`config.mk`:
```
export PLATFORM = sky130hd
export DESIGN_NAME = led_matrix_scanner_flat
export DESIGN_NICKNAME = d
export VERILOG_FILES = /design/src/rtl/matrix_pkg.sv /design/src/rtl/led_matrix_scanner_if.sv /design/src/rtl/matrix_row_timer.sv /design/src/rtl/led_matrix_scanner.sv /design/src/flat_wrapper.sv
export SDC_FILE = /design/constraint.sdc
export NUM_CORES = 1
export LEC_CHECK = 0
export ABC_AREA = 1
export CORE_ASPECT_RATIO = 0.8
export CORE_UTILIZATION = 47
export DETAILED_ROUTE_END_ITERATION = 10
export GPL_TIMING_DRIVEN = 0
export PLACE_DENSITY = 0.87
export SYNTH_ARGS = -nofsm -noshare
export SYNTH_HDL_FRONTEND = slang
export SYNTH_SLANG_ARGS = --single-unit
```
`constraint.sdc`:
```
create_clock -name clk -period 2.1 [get_ports clk]
set_input_delay 0.42 -clock clk [delete_from_list [all_inputs] [get_ports clk]]
set_output_delay 0.42 -clock clk [all_outputs]
set_load 0.005 [all_outputs]
```
`src/rtl/matrix_pkg.sv`:
```
// Shared types for the 16x16 LED matrix scanner.
package matrix_pkg;

  localparam int unsigned MATRIX_DIM = 16;
  localparam int unsigned ROW_W      = $clog2(MATRIX_DIM);

  typedef logic [MATRIX_DIM-1:0][MATRIX_DIM-1:0] frame_t;
  typedef logic [MATRIX_DIM-1:0]                 line_t;
  typedef logic [ROW_W-1:0]                      row_idx_t;

  typedef enum logic {BLANK, DRIVE} scan_state_t;

endpackage

```
`src/rtl/led_matrix_scanner_if.sv`:
```
// Frame/matrix-pin bundle between game logic and led_matrix_scanner.
// MATRIX_PWM_EN adds the brightness input.
interface led_matrix_scanner_if;
  import matrix_pkg::*;

  frame_t red;
  line_t  row_sel;
  line_t  col;
  logic   frame_done;
  logic   busy;

`ifdef MATRIX_PWM_EN
  logic [2:0] brightness;

  modport master (output red, output brightness,
                  input row_sel, input col, input frame_done, input busy);
  modport slave  (input red, input brightness,
                  output row_sel, output col, output frame_done, output busy);
`else
  modport master (output red,
                  input row_sel, input col, input frame_done, input busy);
  modport slave  (input red,
                  output row_sel, output col, output frame_done, output busy);
`endif

endinterface

```
`src/rtl/matrix_row_timer.sv`:
```
// Row/cycle counters and BLANK/DRIVE sequencing; the _c outputs describe the
// cycle that follows the coming clock edge. MATRIX_PWM_EN adds elapsed_c.
module matrix_row_timer
  import matrix_pkg::*;
#(
  parameter int unsigned CLK_DIV      = 1000,
  parameter int unsigned BLANK_CYCLES = 16
) (
  input  logic        clk,
  input  logic        rst,
  output row_idx_t    row_c,
  output scan_state_t state_c,
  output logic        row_start_c,
  output logic        frame_wrap_c
`ifdef MATRIX_PWM_EN
  ,
  output logic [$clog2(CLK_DIV)-1:0] elapsed_c
`endif
);

  localparam int unsigned      CNT_W      = $clog2(CLK_DIV);
  localparam logic [CNT_W-1:0] BLANK_LAST = CNT_W'(BLANK_CYCLES - 1);
  localparam logic [CNT_W-1:0] DIV_LAST   = CNT_W'(CLK_DIV - 1);

  if (BLANK_CYCLES < 1 || BLANK_CYCLES >= CLK_DIV || CLK_DIV > (1 << 20)) begin : g_bad_cfg
    $error("matrix_row_timer: need 1 <= BLANK_CYCLES < CLK_DIV <= 2^20");
  end

  logic [CNT_W-1:0] cnt_q, cnt_d;
  row_idx_t         row_q, row_d;
  scan_state_t      state_q, state_d;
  logic             run_q, run_d;

  // First edge out of reset starts row 0 at cycle 0 rather than advancing.
  always_comb begin
    cnt_d        = cnt_q;
    row_d        = row_q;
    state_d      = state_q;
    run_d        = 1'b1;
    row_start_c  = 1'b0;
    frame_wrap_c = 1'b0;
    if (!run_q) begin
      cnt_d       = '0;
      row_d       = '0;
      state_d     = BLANK;
      row_start_c = 1'b1;
    end else begin
      case (state_q)
        BLANK: begin
          cnt_d = cnt_q + CNT_W'(1);
          if (cnt_q == BLANK_LAST) state_d = DRIVE;
        end
        DRIVE: begin
          if (cnt_q == DIV_LAST) begin
            cnt_d        = '0;
            row_d        = row_q + ROW_W'(1);
            state_d      = BLANK;
            row_start_c  = 1'b1;
            frame_wrap_c = (row_q == ROW_W'(MATRIX_DIM - 1));
          end else begin
            cnt_d = cnt_q + CNT_W'(1);
          end
        end
        default: state_d = BLANK;
      endcase
    end
    row_c   = row_d;
    state_c = state_d;
`ifdef MATRIX_PWM_EN
    elapsed_c = cnt_d - CNT_W'(BLANK_CYCLES);
`endif
  end

  always_ff @(posedge clk) begin
    if (rst) begin
      cnt_q   <= '0;
      row_q   <= '0;
      state_q <= BLANK;
      run_q   <= 1'b0;
    end else begin
      cnt_q   <= cnt_d;
      row_q   <= row_d;
      state_q <= state_d;
      run_q   <= run_d;
    end
  end

endmodule

```
`src/rtl/led_matrix_scanner.sv`:
```
// Row-multiplexed 16x16 LED matrix driver with per-frame snapshot and blanking.
// Optional MATRIX_PWM_EN adds a 3-bit brightness that trims the column window.
module led_matrix_scanner
  import matrix_pkg::*;
#(
  parameter int unsigned CLK_DIV      = 1000,
  parameter int unsigned BLANK_CYCLES = 16,
  parameter logic        ROW_ON       = 1'b1,
  parameter logic        COL_ON       = 1'b1
) (
  input logic                 clk,
  input logic                 rst,
  led_matrix_scanner_if.slave bus
);

  row_idx_t    row_c;
  scan_state_t state_c;
  logic        row_start_c;
  logic        frame_wrap_c;

  frame_t frame_q, frame_d;
  line_t  row_sel_q, row_sel_d;
  line_t  col_q, col_d;
  logic   frame_done_q, frame_done_d;
  logic   busy_q, busy_d;
  logic   pwm_on;

`ifdef MATRIX_PWM_EN
  localparam int unsigned DRIVE_CYCLES = CLK_DIV - BLANK_CYCLES;
  logic [$clog2(CLK_DIV)-1:0] elapsed_c;
  logic [2:0]                 bright_q, bright_d;
`endif

  matrix_row_timer #(
    .CLK_DIV      (CLK_DIV),
    .BLANK_CYCLES (BLANK_CYCLES)
  ) u_timer (
    .clk          (clk),
    .rst          (rst),
    .row_c        (row_c),
    .state_c      (state_c),
    .row_start_c  (row_start_c),
    .frame_wrap_c (frame_wrap_c)
`ifdef MATRIX_PWM_EN
    ,
    .elapsed_c    (elapsed_c)
`endif
  );

  // Outputs are computed for the upcoming cycle; snapshot lands at row 0 start.
  always_comb begin
    frame_d      = frame_q;
    row_sel_d    = {MATRIX_DIM{~ROW_ON}};
    col_d        = {MATRIX_DIM{~COL_ON}};
    frame_done_d = frame_wrap_c;
    busy_d       = 1'b1;
    pwm_on       = 1'b1;
`ifdef MATRIX_PWM_EN
    bright_d = bright_q;
    pwm_on   = (32'(elapsed_c) << 3) < ((32'(bright_q) + 32'd1) * DRIVE_CYCLES);
`endif
    if (row_start_c && row_c == '0) begin
      frame_d = bus.red;
`ifdef MATRIX_PWM_EN
      bright_d = bus.brightness;
`endif
    end
    if (state_c == DRIVE) begin
      row_sel_d[row_c] = ROW_ON;
      if (pwm_on) col_d = frame_q[row_c] ^ {MATRIX_DIM{~COL_ON}};
    end
  end

  always_ff @(posedge clk) begin
    if (rst) begin
      frame_q      <= '0;
      row_sel_q    <= {MATRIX_DIM{~ROW_ON}};
      col_q        <= {MATRIX_DIM{~COL_ON}};
      frame_done_q <= 1'b0;
      busy_q       <= 1'b0;
`ifdef MATRIX_PWM_EN
      bright_q     <= '0;
`endif
    end else begin
      frame_q      <= frame_d;
      row_sel_q    <= row_sel_d;
      col_q        <= col_d;
      frame_done_q <= frame_done_d;
      busy_q       <= busy_d;
`ifdef MATRIX_PWM_EN
      bright_q     <= bright_d;
`endif
    end
  end

  assign bus.row_sel    = row_sel_q;
  assign bus.col        = col_q;
  assign bus.frame_done = frame_done_q;
  assign bus.busy       = busy_q;

endmodule

```
`src/flat_wrapper.sv`:
```
// flat-port wrapper written by rule: the top's interface ports become plain ports
module led_matrix_scanner_flat import matrix_pkg::*;
#(
  parameter int unsigned CLK_DIV      = 1000,
  parameter int unsigned BLANK_CYCLES = 16,
  parameter logic        ROW_ON       = 1'b1,
  parameter logic        COL_ON       = 1'b1
)
  (clk, rst, bus_red, bus_row_sel, bus_col, bus_frame_done, bus_busy);
  led_matrix_scanner_if bus_i ();
  input logic clk;
  input logic rst;
  input wire logic [$bits(bus_i.red)-1:0] bus_red;
  output wire logic [$bits(bus_i.row_sel)-1:0] bus_row_sel;
  output wire logic [$bits(bus_i.col)-1:0] bus_col;
  output wire logic [$bits(bus_i.frame_done)-1:0] bus_frame_done;
  output wire logic [$bits(bus_i.busy)-1:0] bus_busy;
  assign bus_i.red = bus_red;
  assign bus_row_sel = bus_i.row_sel;
  assign bus_col = bus_i.col;
  assign bus_frame_done = bus_i.frame_done;
  assign bus_busy = bus_i.busy;
  led_matrix_scanner #(.CLK_DIV(CLK_DIV), .BLANK_CYCLES(BLANK_CYCLES), .ROW_ON(ROW_ON), .COL_ON(COL_ON)) u_core (.clk(clk), .rst(rst), .bus(bus_i));
endmodule
```
==> results_dict.tcl <==
set metrics [dict create \
    outcome "finished, violations left" \
    failed_checks "negative setup slack" \
    hp-start "bus_red[142]" \
    p_sw_share_pct 25.0 \
    syn_area_per_cell_um2 6.85 \
    critPathMaxStageDelay_ns 0.35 \
    p_int_uw 10400 \
    final_cell_mix "nand2_1 (695), nand4_1 (384), dfxtp_1 (296)" \
    power_uw 13900 \
    worst_slew_pin_slew_ns 0.758 \
    ys_async_sr_fraction_pct 0 \
    p_leak_uw 0.00910 \
    instances_no_fill 2920 \
    avgViaCountPerCell 5.89 \
    finalInstanceArea_mm2 0.0213 \
    drcViolationCount 0 \
    path_cells "ha_4 > nand2_4 > inv_4 > nand4_4 > nor2_1 > nand2_1 > nand3_4 > nand4_4 > buf_12 > clkbuf_16 > nand2_2 > a21oi_2" \
    synthTopCellsByArea "dfxtp_1 (42%), nand2_1 (21%), nand4_1 (17%)" \
    clk_latency_ns 0.57 \
    clockRootBuffer "clkbuf_16" \
    cts.path.max_buffers 3 \
    crit_type "reg -> reg" \
    crit_top_cell "nand4_4" \
    vdd.ir_drop.worst_uv 608 \
    cp_max_fo 8 \
    pwr-share-seq_pct 45.1 \
    antenna_found_initial 0 \
    critical_path.slowest_cell "dfxtp_2" \
    first_global_vias 15600 \
    pwr-share-clk_pct 42.1 \
    clock_skew_ns 0.0200 \
    reg2reg_to "u_core.frame_q[204]$_SDFFE_PP0P_" \
    p_sw_uw 3480 \
    place_area_mm2 0.0179 \
    clkTransAtPathRegs_ns 0.07 \
    whs_ns 0.437 \
    dp_cells 2816 \
    antenna-diode-count 0 \
    fmax_mhz 441 \
    grt_overflow 0 \
    grt_max_degree 16 \
    cts.sinks 305 \
    drv_slew 0 \
    gr-usage-all-layers_pct 34.4 \
    cts_buffers 29 \
    ys_types 28 \
    grt_pass1_wl_um 84300 \
    synth_top_area_share_pct 42.2 \
    max_cap_viol_count 0 \
    setup_viol_count_final 277 \
    area_growth_syn_to_layout_pct 47.4 \
    rsz0062_at_grt "true" \
    drtIter0Drc 1876 \
    p_per_area_mw_per_mm2 652 \
    syn_area_mm2 0.0145 \
    layout_commonest_cell "nand2_1" \
    io_buffers 290 \
    row_count 57 \
    hold_path_class "in -> reg" \
    dp_slack_ns -1.04 \
    start_kind "flip-flop" \
    via_count 17200 \
    worst_slack_ns -0.169 \
    nets 2745 \
    hold_violations 0 \
    wl_per_cell_um 20.4 \
    synth-edff-count 0 \
    initial_utilization_pct 47.8 \
    nFillCells 2363 \
    yosys.area.top_type "dfxtp_1" \
    wl_um 59700 \
    crit_start "u_core.u_timer.cnt_q[0]$_SDFF_PP0_" \
    combPwrFrac_pct 12.8 \
    reg2reg_from "u_core.u_timer.cnt_q[0]$_SDFF_PP0_" \
    gp_congestion 0.973 \
    synthFlopType "dfxtp_1" \
    cts.htree.levels 1 \
    cts_tree "done" \
    die_x_um 198 \
    cp-endpoint "u_core.frame_q[204]$_SDFFE_PP0P_" \
    worst-endpoint-arrival_ns 2.67 \
    ys_seq_area_share_pct 42.2 \
    r2r_slack_ns -0.17 \
    synth_seq_cells 305 \
    slew_headroom_pct 49.5 \
    min_period_ns 2.27 \
    dr.pass1.iters 7 \
    reg2regPathDepth 12 \
    die_h_um 159 \
    endpoint_kind "flip-flop" \
    core_mm2 0.0303 \
    drtAntennaViolNets 0 \
    yosys_warnings 0 \
    dp_hpwl_um 42000 \
    worst_ep_required_time_ns 2.50 \
    syn_nets 2373 \
    syn_inst 2113 \
    pin_count 292 \
    drive_above_1_share_pct 20.3 \
    die-area_mm2 0.0315 \
    fin_crit_sh_pct 108 \
]
## state kept, by name, summed over array words and instances (netlist names)
name	cells
u_core.u_timer.row_q	4
u_core.u_timer.cnt_q	10
u_core.frame_q	256
u_core.bus.busy	1
u_core.bus.frame_done	1
u_core.bus.col	16
u_core.u_timer.state_q	1
u_core.bus.row_sel	16
## layer usage
layer	routed length, um	global-route usage [%]
met1	25100	48.2
met2	26100	52.9
met3	6080	6.88
met4	2350	11.3
met5	40	0
## kinds of logic after synthesis
family / Yosys count / synth area share (%)
AOI/OAI and AO/OA: 269 / 9.35
adders and majority gates: 2 / 0.173
buffers and inverters: 242 / 7.50
DFF: 305 / 42.2
and+or+nand+nor: 1295 / 40.8
## power groups by stage
stage / Clock, uW / Combinational [uW] / Sequential (uW)
after floorplan: 0 / 734 / 6290
after global placement: 0 / 1470 / 6360
after detailed placement: 0 / 1500 / 6370
after CTS: 5830 / 1550 / 6240
after global routing: 6080 / 1890 / 6290
final: 5860 / 1780 / 6280
## cell usage after synthesis (4+ instances only)
| library cell | instances |
|---|---|
| nand2_1 | 819 |
| nand4_1 | 384 |
| dfxtp_1 | 305 |
| a21oi_1 | 261 |
| clkbuf_1 | 92 |
| buf_2 | 88 |
| nor2_1 | 69 |
| buf_1 | 25 |
| inv_1 | 18 |
| buf_4 | 11 |
| inv_2 | 5 |
| nor3_1 | 5 |
| nand3_1 | 4 |
| o21ai_0 | 4 |
## per-stage QoR
stage	TNS [ns]	utilization, %
after floorplan	0	-
after global placement	-124.41	59.0
after detailed placement	-141.21	59.0
after CTS	-0.671	65.8
after global routing	-48.78	70.4
final	-29.34	70.4
## final cells by class
type                       count  area (um2)  area share, %
multi-input combinational   1566        8160           38.2
sequential                   305        6120           28.7
timing repair buffer         344        3670           17.2
buffer                       216        1710           7.99
clock buffer                  38         820           3.84
tap                          413         517           2.42
clock inverter                15         239           1.12
inverter                      23         104          0.487
## worst min-delay path by stage
stage                                              end  cells past startpoint
floorplan           u_core.u_timer.cnt_q[0]$_SDFF_PP0_                      1
global placement    u_core.u_timer.cnt_q[0]$_SDFF_PP0_                      1
detailed placement  u_core.u_timer.cnt_q[0]$_SDFF_PP0_                      1
CTS                   u_core.frame_q[184]$_SDFFE_PP0P_                      3
global route           u_core.frame_q[76]$_SDFFE_PP0P_                      3
finish                u_core.frame_q[142]$_SDFFE_PP0P_                      3
## repair_timing
item                                    4_1_cts  5_1_grt
gates cloned                                  2       16
hold buffers                                  0        0
endpoints found under the setup margin      290      271
buffers inserted                             30        6
resized for setup                           271      320
pin swaps                                    24      100
## worst max-delay path, delay by kind of cell (launching register included)
kind	cells	cell delay (ns)
flip-flops	1	0.35
AND/OR/NAND/NOR	7	1.00
buffers and inverters	3	0.52
AO/OA/AOI/OAI	1	0.07
adder cells (fa/ha/maj)	1	0.15
Power figures use the tool's default switching activity.
